===== config.mk =====
export PLATFORM = sky130hd
export DESIGN_NAME = serializador_debug
export DESIGN_NICKNAME = d
export VERILOG_FILES = /design/src/rtl/serializador_debug.sv
export SDC_FILE = /design/constraint.sdc
export NUM_CORES = 1
export LEC_CHECK = 0
export CORE_MARGIN = 1
export CORE_UTILIZATION = 45
export DETAILED_ROUTE_END_ITERATION = 12
export GPL_ROUTABILITY_DRIVEN = 0
export GPL_TIMING_DRIVEN = 0
export PLACE_DENSITY = 0.79
export SETUP_SLACK_MARGIN = 0.4
export SLEW_MARGIN = 20
export SYNTH_ARGS = -nofsm -noshare
export SYNTH_HDL_FRONTEND = slang
export SYNTH_SLANG_ARGS = --single-unit

===== constraint.sdc =====
create_clock -name i_clock -period 1.9 [get_ports i_clock]
set_clock_uncertainty 0.2 [all_clocks]
set_input_delay 0.285 -clock i_clock [delete_from_list [all_inputs] [get_ports i_clock]]
set_output_delay 0.285 -clock i_clock [all_outputs]
set_load 0.005 [all_outputs]

===== src/rtl/serializador_debug.sv =====
// serializador_debug: snapshots cycle count and PC, then streams header/count/PC/checksum bytes to a UART TX
module serializador_debug #(
  parameter int CONTADOR_LENGTH = 11,
  parameter int PC_LENGTH = 32,
  parameter int DATA_LENGTH = 8,
  parameter logic [DATA_LENGTH-1:0] HEADER = 8'hA5
) (
  input  logic                       i_clock,
  input  logic                       i_soft_reset,
  input  logic                       i_start,
  input  logic [CONTADOR_LENGTH-1:0] i_cuenta,
  input  logic [PC_LENGTH-1:0]       i_pc,
  input  logic                       i_tx_done,
  output logic [DATA_LENGTH-1:0]     o_tx_data,
  output logic                       o_tx_start,
  output logic                       o_busy,
  output logic                       o_done
);
  localparam int NB_CUENTA = (CONTADOR_LENGTH + DATA_LENGTH - 1) / DATA_LENGTH;
  localparam int NB_PC = (PC_LENGTH + DATA_LENGTH - 1) / DATA_LENGTH;
  localparam int TOTAL = NB_CUENTA + NB_PC + 2;
  localparam int IW = $clog2(TOTAL);
  localparam int CW = NB_CUENTA * DATA_LENGTH;
  localparam int PW = NB_PC * DATA_LENGTH;
  localparam int SW = CW + PW;
  localparam int FW = SW + DATA_LENGTH;
  localparam logic [IW-1:0] LAST = IW'(TOTAL - 1);
  localparam logic [1:0] IDLE = 2'd0;
  localparam logic [1:0] LOAD = 2'd1;
  localparam logic [1:0] WAIT = 2'd2;
  localparam logic [1:0] DONE = 2'd3;
  logic [1:0] state_q, state_d;
  logic [SW-1:0] snap_q, snap_d;
  logic [IW-1:0] idx_q, idx_d;
  logic [DATA_LENGTH-1:0] chk_q, chk_d;
  logic [DATA_LENGTH-1:0] data_q, data_d;
  logic [FW-1:0] frame_sh;
  logic [DATA_LENGTH-1:0] cur_byte;
  logic is_last;
  assign is_last = idx_q == LAST;
  assign frame_sh = {HEADER, snap_q} << (int'(idx_q) * DATA_LENGTH);
  assign cur_byte = is_last ? chk_q : frame_sh[FW-1 -: DATA_LENGTH];
  assign o_tx_start = state_q == LOAD;
  assign o_tx_data = (state_q == LOAD) ? cur_byte : data_q;
  assign o_busy = state_q != IDLE;
  assign o_done = state_q == DONE;
  // Next-state logic: accept a frame in IDLE, emit one byte per LOAD, advance on tx_done in WAIT
  always_comb begin
    state_d = state_q;
    snap_d = snap_q;
    idx_d = idx_q;
    chk_d = chk_q;
    data_d = data_q;
    case (state_q)
      IDLE: if (i_start) begin
        snap_d = {CW'(i_cuenta), PW'(i_pc)};
        idx_d = '0;
        chk_d = '0;
        state_d = LOAD;
      end
      LOAD: begin
        data_d = cur_byte;
        chk_d = is_last ? chk_q : chk_q ^ cur_byte;
        state_d = WAIT;
      end
      WAIT: if (i_tx_done) begin
        state_d = is_last ? DONE : LOAD;
        idx_d = is_last ? idx_q : idx_q + 1'b1;
      end
      default: state_d = IDLE;
    endcase
  end
  // State registers with synchronous soft reset clearing everything
  always_ff @(posedge i_clock) begin
    if (i_soft_reset) begin
      state_q <= IDLE;
      snap_q <= '0;
      idx_q <= '0;
      chk_q <= '0;
      data_q <= '0;
    end else begin
      state_q <= state_d;
      snap_q <= snap_d;
      idx_q <= idx_d;
      chk_q <= chk_d;
      data_q <= data_d;
    end
  end
endmodule


Word-level counts from Yosys, hierarchy flattened
Cells that the tools add are included.

operators by class
  add/subtract/negate cells = 1
  equality and inequality tests = 8
  shift operators = 1
  mux-type cells = 13
  bitwise gates (word level) = 1
  reduce and logical (&&, ||, !) cells = 8

operators with widths
  operator               number
  $shl A56 B6 Y56        1
  $mux W8                4
  $pmux W8 S2            1
  $mux W3                3
  $ne A2 B2 Y1 const B   4
  $xor A8 B8 Y8          1
  $mux W2                3
  $pmux W2 S3            1
  $pmux W3 S2            1
  $reduce_bool A2 Y1     3
  $eq A2 B2 Y1 const B   2
  $reduce_and A2 Y1      2
  $reduce_and A4 Y1      1
  $add A3 B1 Y3 const B  1
  $eq A3 B3 Y1 const B   1
  $reduce_and A3 Y1      1
  $eq A2 B1 Y1 const B   1
  $logic_not A2 Y1       1

word-level totals
  flip-flop bits (word level) = 64
  bits of input ports = 47
  output and inout bits = 11
  logic and storage cells = 37

Depth between registers and ports, before layout
Gate-level depths: netlist of run 1.

  depth after elaboration = 5
  depth in mapped cells = 8
  depth with buffers taken out = 7

Least setup slack after synthesis of run 1
No wires, ideal clock.

  path type = register -> output
  start point = register idx_q[0]
  end point = output port o_tx_data[3]
  arrival = 1.374 ns
  data required time = 1.415 ns
  slack = 0.041 ns
  cell stages (with the launch flop) = 5
  path buffers = 1
  path through = dfxtp_1 > buf_6 > mux2_4 > a221o_1 > a22o_1

between the ends
  longest elaborated chain between the ends = 3
  elaborated cells between the ends (all ways) = 4
  classes of those cells = eq/ne: 1; shift: 1; mux: 2

RTL lines
  what                                                    RTL line  RTL
  start, declared                                         34        logic [IW-1:0] idx_q, idx_d;
  start signal, assigned                                  84        idx_q <= idx_d;
  $shl A56 B6 Y56 / $eq A3 B3 Y1 (equally long branches)  41, 40
  $mux W8 (*)                                             42        assign cur_byte = is_last ? chk_q : frame_sh[FW-1 -: DATA_LENGTH];
  $mux W8 (*)                                             n/a
  end, declared                                           14        output logic [DATA_LENGTH-1:0] o_tx_data,

Mark *: on every way between the ends. The rest lies on a longest branch, timed or not.

Worst setup path after layout of run 1
  start point = register idx_q[0]
  end point = output port o_tx_data[6]

Same word-level chain as after synthesis.

==> results of run 1 <==
-- worst reg2reg max path, stage by stage (launching register included) --
cell	delay, ns
dfxtp_4	0.39
buf_4	0.16
ha_2	0.20
ha_4	0.19
buf_4	0.14
clkbuf_16	0.17
buf_4	0.16
nor3_4	0.29
a21oi_2	0.10
mux2i_1	0.20
-- per-layer routing --
metal	global-route usage, %	vias to the layer above	part of all wire (%)
li1	-	1478	-
met1	32.9	1591	39
met2	46.3	194	50
met3	7.00	39	7.4
met4	13.7	0	3.7
met5	0	-	0
-- where the power goes --
| part | total [uW] | switching (uW) | internal [uW] |
|---|---|---|---|
| combinational | 768 | 373 | 395 |
| sequential | 1500 | 76.0 | 1420 |
| clock | 1470 | 600 | 873 |
-- cells in the final DEF (no fill, tap or decap), types with 7 or more instances in the layout --
master           instances
nand2_1                 49
a21oi_2                 31
clkbuf_8                10
mux2i_1                 10
buf_2                    7
buf_6                   10
nand3b_1                 9
a21oi_1                 28
nand2_4                 21
clkdlybuf4s50_1         45
buf_4                   36
o21ai_1                  8
dfxtp_1                 59
nor2b_1                  8
buf_8                   10
nand2_2                 23
clkbuf_2                 8
-- flip-flops by register name, summed over array words and instances, names as in the netlist --
signal	cells
idx_q	3
data_q	8
snap_q	43
state_q	2
chk_q	8
-- through the flow --
stage	hold slack, ns	setup TNS [ns]	power (uW)	cell area (um2)
2_1_floorplan	0.221	0	1760	2970
3_3_place_gp	0.239	-15.67	1960	3630
3_5_place_dp	0.247	-17.54	1970	3630
4_1_cts	0.259	-4.14	3540	4500
5_1_grt	0.290	-9.84	3830	4940
6_report	0.270	-8.82	3740	4940
-- path summary, 6_finish.rpt --
check,to,slack [ns],depth (start not counted)
min,snap_q[38],0.27,2
max reg2reg,chk_q[2],-0.39,9
min reg2reg,snap_q[38],0.27,2
max,o_tx_data[6],-0.68,6
-- logic make-up after synthesis --
logic type                 share of synthesized area [%]
muxes                                               6.00
and+or+nand+nor                                     23.0
buffers and inverters                               4.57
AOI/OAI and AO/OA                                   21.0
DFF                                                 44.5
adders and majority gates                          0.869
-- layout make-up --
class,count,area (um2),area share [%]
Sequential cell,64,1300,26.2
Multi-Input combinational cell,268,2000,40.5
Inverter,4,20.0,0.405
Clock buffer,9,124,2.51
Buffer,25,277,5.59
Tap cell,75,93.8,1.90
Clock inverter,7,119,2.40
Timing Repair Buffer,104,1010,20.4
-- repair_timing --
| item | 4_1_cts | 5_1_grt |
|---|---|---|
| setup buffers | 24 | 16 |
| pin swaps | 30 | 27 |
| endpoints found under the hold margin | 0 | 0 |
| setup endpoints to repair | 74 | 74 |
| cloned | 7 | 1 |
| gates resized for setup | 163 | 84 |
==> qor.csv, run 1 <==
stage,metric,value,unit
synth,synth_edf_count,0,
worst_setup_path,critPathTopFamily,compound AO/OA/AOI/OAI gates,
synth,synthesis.area,2880,um2
floorplan,num_io_pins,58,
clock_network,htreeDepth,3,
global_routing,grtUsageTotal,27.8,%
route,drtAntennaViolNets,0,
floorplan,row_count,28,
timing,setup_slack,-0.680,ns
min_path,min-delay-start,snap_q[38],
floorplan,core_area,6060,um2
place,post-dp-hpwl,5070,um
worst_setup_path,startpoint_type,flip-flop,
floorplan,start_util,47.5,%
synth,synth_cell_types,38,
worst_setup_path,crit_fanout,5,
global_routing,overflow,0,
synth,ys_seq_area_share,44.5,%
route,drt_iter0_drc,187,
synth,synth_area_leaders,"dfxtp_1, nand2_1, a21oi_1",
pwr,p_per_area,756,nW/um2
synth,synthArstFlopShare,0,%
clock_network,cts_buffers,9,
worst_setup_path,critPathKind,flip-flop to primary output,
route,routed_wl,10800,um
timing,post-route-period-util,136,%
synth,syn_inst,361,
timing,final-setup-viol-count,26,
timing,hold_viol,0,
synth,synth_area_per_cell,7.97,um2
final_layout,fin_nets,525,
timing,slew_headroom,59.1,%
global_routing,antenna_found_initial,0,
timing,period_needed,2.58,ns
synth,ys_seq_elements,64,
route,drtPass1Iterations,5,
synth,synth_top_area_share,44.5,%
clock_network,clockBufferDepth,2,
outcome,violations,negative setup slack,
place,pre_cts_slack,-0.470,ns
timing,slew_viol_final,0,
route,remaining_drc_errors,0,
route,dr_total_vias,3302,
timing,worst_pin_slew,0.613,ns
synth,ys.flop_type,dfxtp_1,
clock_network,cts_tree,built,
place,port_buffers,56,
synth,yosys.cell_count.top_type,nand2_1,
timing,max_freq,0.388,GHz
global_routing,grt_max_degree,13,
final_layout,area_growth,71.8,%
final_layout,drive_gt1_share,44.9,%
floorplan,die_h,82.0,um
worst_setup_path,crit_chain,buf_8 -> mux2i_1 -> o21ai_1 -> a221o_1 -> a22o_1 -> buf_2,
timing,rsz0062_at_grt,yes,
clock_network,clockRootBuffer,clkbuf_8,
worst_setup_path,cp-end-kind,primary output,
worst_setup_path,cp-startpoint,idx_q[0],
clock_network,clkLatencyLatePin,0.36,ns
worst_setup_path,crit_required,1.41,ns
run,drv_cap,0,
route,vias_per_cell,5.94,
place,dp_cells,492,
final_layout,stdcell_count,556,
synth,synth_common_cells,"nand2_1, dfxtp_1, a21oi_1",
pwr,ir_drop,0.000618,V
pwr,leakage,0.00193,uW
min_path,min_path_type,flip-flop to flip-flop,
final_layout,fillCellCount,338,
global_routing,grt_pass1_wl,13600,um
synth,ys_warn_count,0,
final_layout,postLayoutCoreUtil,81.6,%
route,avgRoutedWirePerCell,19.5,um
floorplan,die-area,6720,um2
worst_setup_path,rr_startpoint,idx_q[0],
worst_setup_path,worst-path-buf-inv,2,
clock_network,ctsHoldBuffers,0,
worst_setup_path,cpMaxStageDelayCell,dfxtp_4,
synth,synth_nets,410,
synth,yosys.area.top_type,dfxtp_1,
worst_setup_path,slowest_delay,0.43,ns
worst_setup_path,worstPathArrival,2.10,ns
final_layout,diodes,0,
global_routing,grt_pass1_vias,2854,
outcome,status,finished with violations,
clock_network,path_clk_slew,0.08,ns
clock_network,clock_sinks,64,
floorplan,fp.dieW,82.0,um
Note: power is estimated with default switching activity, not from simulation.
==> run 2, diff against run 1 <==
--- a/config.mk
+++ b/config.mk
@@ -10,7 +10,7 @@
 export DETAILED_ROUTE_END_ITERATION = 12
 export GPL_ROUTABILITY_DRIVEN = 0
 export GPL_TIMING_DRIVEN = 0
-export PLACE_DENSITY = 0.79
+export PLACE_DENSITY = 0.76
 export SETUP_SLACK_MARGIN = 0.4
 export SLEW_MARGIN = 20
 export SYNTH_ARGS = -nofsm -noshare
==> constraint.sdc (replaced) <==
create_clock -name i_clock -period 2.7 [get_ports i_clock]
set_clock_uncertainty 0.2 [all_clocks]
set_input_delay 0.405 -clock i_clock [delete_from_list [all_inputs] [get_ports i_clock]]
set_output_delay 0.405 -clock i_clock [all_outputs]
set_load 0.005 [all_outputs]
==> run 2 against run 1 <==
  * The flow now finishes without violations
  * Critical path depth grew 1
  * Flip-flop and latch count unchanged
  * Via count is 15% lower
==> qor.csv, run 2 (synthesis results as in run 1) <==
stage,metric,value,unit,change
floorplan,die-area,6720,um2,unchanged
final_layout,diodes,0,,unchanged
global_routing,grt_max_degree,12,,-1
final_layout,fin_nets,494,,-5.9%
place,port_buffers,56,,unchanged
worst_setup_path,worst-path-buf-inv,3,,+1
worst_setup_path,cp-end-kind,primary output,,
route,drtPass1Iterations,5,,unchanged
route,routed_wl,7440,um,-31%
clock_network,path_clk_slew,0.07,ns,about the same
place,post-dp-hpwl,5050,um,-0.29%
run,drv_cap,0,,unchanged
worst_setup_path,crit_required,2.10,ns,+0.69 ns
final_layout,postLayoutCoreUtil,66.0,%,-16 points
timing,final-setup-viol-count,0,,-100%
timing,slew_viol_final,0,,unchanged
timing,worst_pin_slew,0.559,ns,-0.0540 ns
worst_setup_path,slowest_delay,0.42,ns,about the same
global_routing,overflow,0,,unchanged
worst_setup_path,worstPathArrival,2.00,ns,-0.10 ns
worst_setup_path,critPathKind,flip-flop to primary output,,
worst_setup_path,crit_fanout,6,,+1
pwr,ir_drop,0.000342,V,-45%
clock_network,clock_sinks,64,,unchanged
outcome,status,completed,,
timing,hold_viol,0,,unchanged
floorplan,row_count,28,,unchanged
final_layout,reg.largest.list,"snap_q: 43 flops, chk_q: 8 flops, data_q: 8 flops",,
clock_network,cts_tree,built,,
route,avgRoutedWirePerCell,14.2,um,-27%
pwr,comb_power_share,15.3,%,-5.3 points
place,pre_cts_slack,-0.0407,ns,+0.429 ns
route,vias_per_cell,5.32,,-10%
route,drt_iter0_drc,122,,-35%
final_layout,fillCellCount,529,,+57%
pwr,power.share.clock,37.4,%,-2.0 points
worst_setup_path,path_depth,7,,+1
worst_setup_path,cpMaxStageDelayCell,dfxtp_4,,
pwr,total_power,2180,uW,-42%
route,drtAntennaViolNets,0,,unchanged
pwr,leakage,0.00150,uW,-22%
pwr,p_seq_share,47.4,%,+7.4 points
global_routing,grt_pass1_wl,11900,um,-13%
final_layout,largest_register_ffs,43,,unchanged
timing,rsz0062_at_grt,yes,,
pwr,swShare,25.8,%,-2.2 points
timing,setup_slack,0.0987,ns,+0.779 ns
floorplan,fp.dieW,82.0,um,unchanged
clock_network,cts_buffers,9,,unchanged
floorplan,core_area,6060,um2,unchanged
floorplan,num_io_pins,58,,unchanged
global_routing,antenna_found_initial,0,,unchanged
route,remaining_drc_errors,0,,unchanged
final_layout,drive_gt1_share,17.6,%,-27 points
min_path,min_path_type,flip-flop to flip-flop,,
worst_setup_path,startpoint_type,flip-flop,,
floorplan,start_util,47.5,%,unchanged
timing,setup_tns,0,ns,+8.82 ns
pwr,p_switching,564,uW,-46%
final_layout,final_common_cell,nand2_1,,
min_path,holdPathStages,1,,-1
worst_setup_path,crit_chain,buf_8 -> buf_6 -> mux2_4 -> a221o_1 -> nand2_2 -> o22ai_1 -> buf_2,,
floorplan,die_h,82.0,um,unchanged
clock_network,clkLatencyLatePin,0.34,ns,-0.02 ns
pwr,p_int,1620,uW,-40%
pwr,p_per_area,545,nW/um2,-28%
final_layout,layout_common_cells,"nand2_1, dfxtp_1, a21oi_1",,
clock_network,clockRootBuffer,clkbuf_8,,
worst_setup_path,critPathTopFamily,compound AO/OA/AOI/OAI gates,,
route,dr_total_vias,2795,,-15%
clock_network,clockBufferDepth,2,,unchanged
clock_network,htreeDepth,3,,unchanged
final_layout,regMostFlops,snap_q,,
worst_setup_path,rr_worst_depth,8,,-1
final_layout,area_growth,39.0,%,
clock_network,ctsHoldBuffers,0,,unchanged
timing,slew_headroom,62.7,%,+3.6 points
global_routing,grtUsageTotal,24.0,%,-3.7 points
global_routing,grt_pass1_vias,2567,,-10%
timing,period_needed,2.60,ns,
timing,post-route-period-util,96.3,%,
timing,max_freq,0.384,GHz,
==> run 2: final timing paths <==
check	start	slack [ns]	endpoint
min	chk_q[5]	0.26	chk_q[5]
max	idx_q[0]	0.1	o_tx_data[1]
min reg2reg	chk_q[5]	0.26	chk_q[5]
max reg2reg	idx_q[0]	0.65	chk_q[1]
==> run 2: power groups by stage <==
| stage | registers [uW] | logic (uW) | clock network (uW) |
|---|---|---|---|
| after floorplan | 1040 | 179 | 0 |
| after global placement | 1050 | 312 | 0 |
| after detailed placement | 1050 | 318 | 0 |
| after CTS | 1030 | 322 | 829 |
| after global routing | 1040 | 370 | 877 |
| final | 1030 | 333 | 815 |
==> run 2: what timing repair did <==
| item | in CTS | in global routing |
|---|---|---|
| endpoints found under the setup margin | 9 | 35 |
| endpoints found under the hold margin | 0 | 0 |
| buffers inserted | 8 | 7 |
| pin swaps | 22 | 19 |
| gates resized for setup | 56 | 23 |
| cloned | 1 | 1 |
==> run 2: routing by layer <==
metal  part of all wire [%]  GRT usage (%)  routed length, um
met3                    5.8           6.78                434
met2                     47           38.8               3490
met5                      0              0                  0
met1                     45           29.9               3320
met4                    2.7           9.47                199
==> run 2: layout make-up <==
class	count	area [um2]	area share, %
plain buffers	25	150	3.75
clock buffers	11	141	3.53
clock inverters	5	56.3	1.41
inverters	4	16.3	0.407
multi-input cells	268	1560	39.0
flip-flops and latches	64	1290	32.2
well taps	75	93.8	2.35
repair buffers	73	693	17.3
==> run 2: worst reg2reg max path, stage by stage, from the launching register on <==
cell	delay, ns
dfxtp_4	0.42
buf_8	0.14
buf_6	0.10
mux2_4	0.29
a221o_1	0.37
buf_4	0.16
buf_4	0.12
nand3_1	0.08
mux2i_1	0.07
==> run 2: stage by stage <==
step	instance area [um2]	hold WS [ns]	cells
finish	4000	0.256	525
global route	4000	0.279	525
CTS	3880	0.253	517
detailed placement	3530	0.245	492
global placement	3530	0.237	492
floorplan	2880	0.222	361
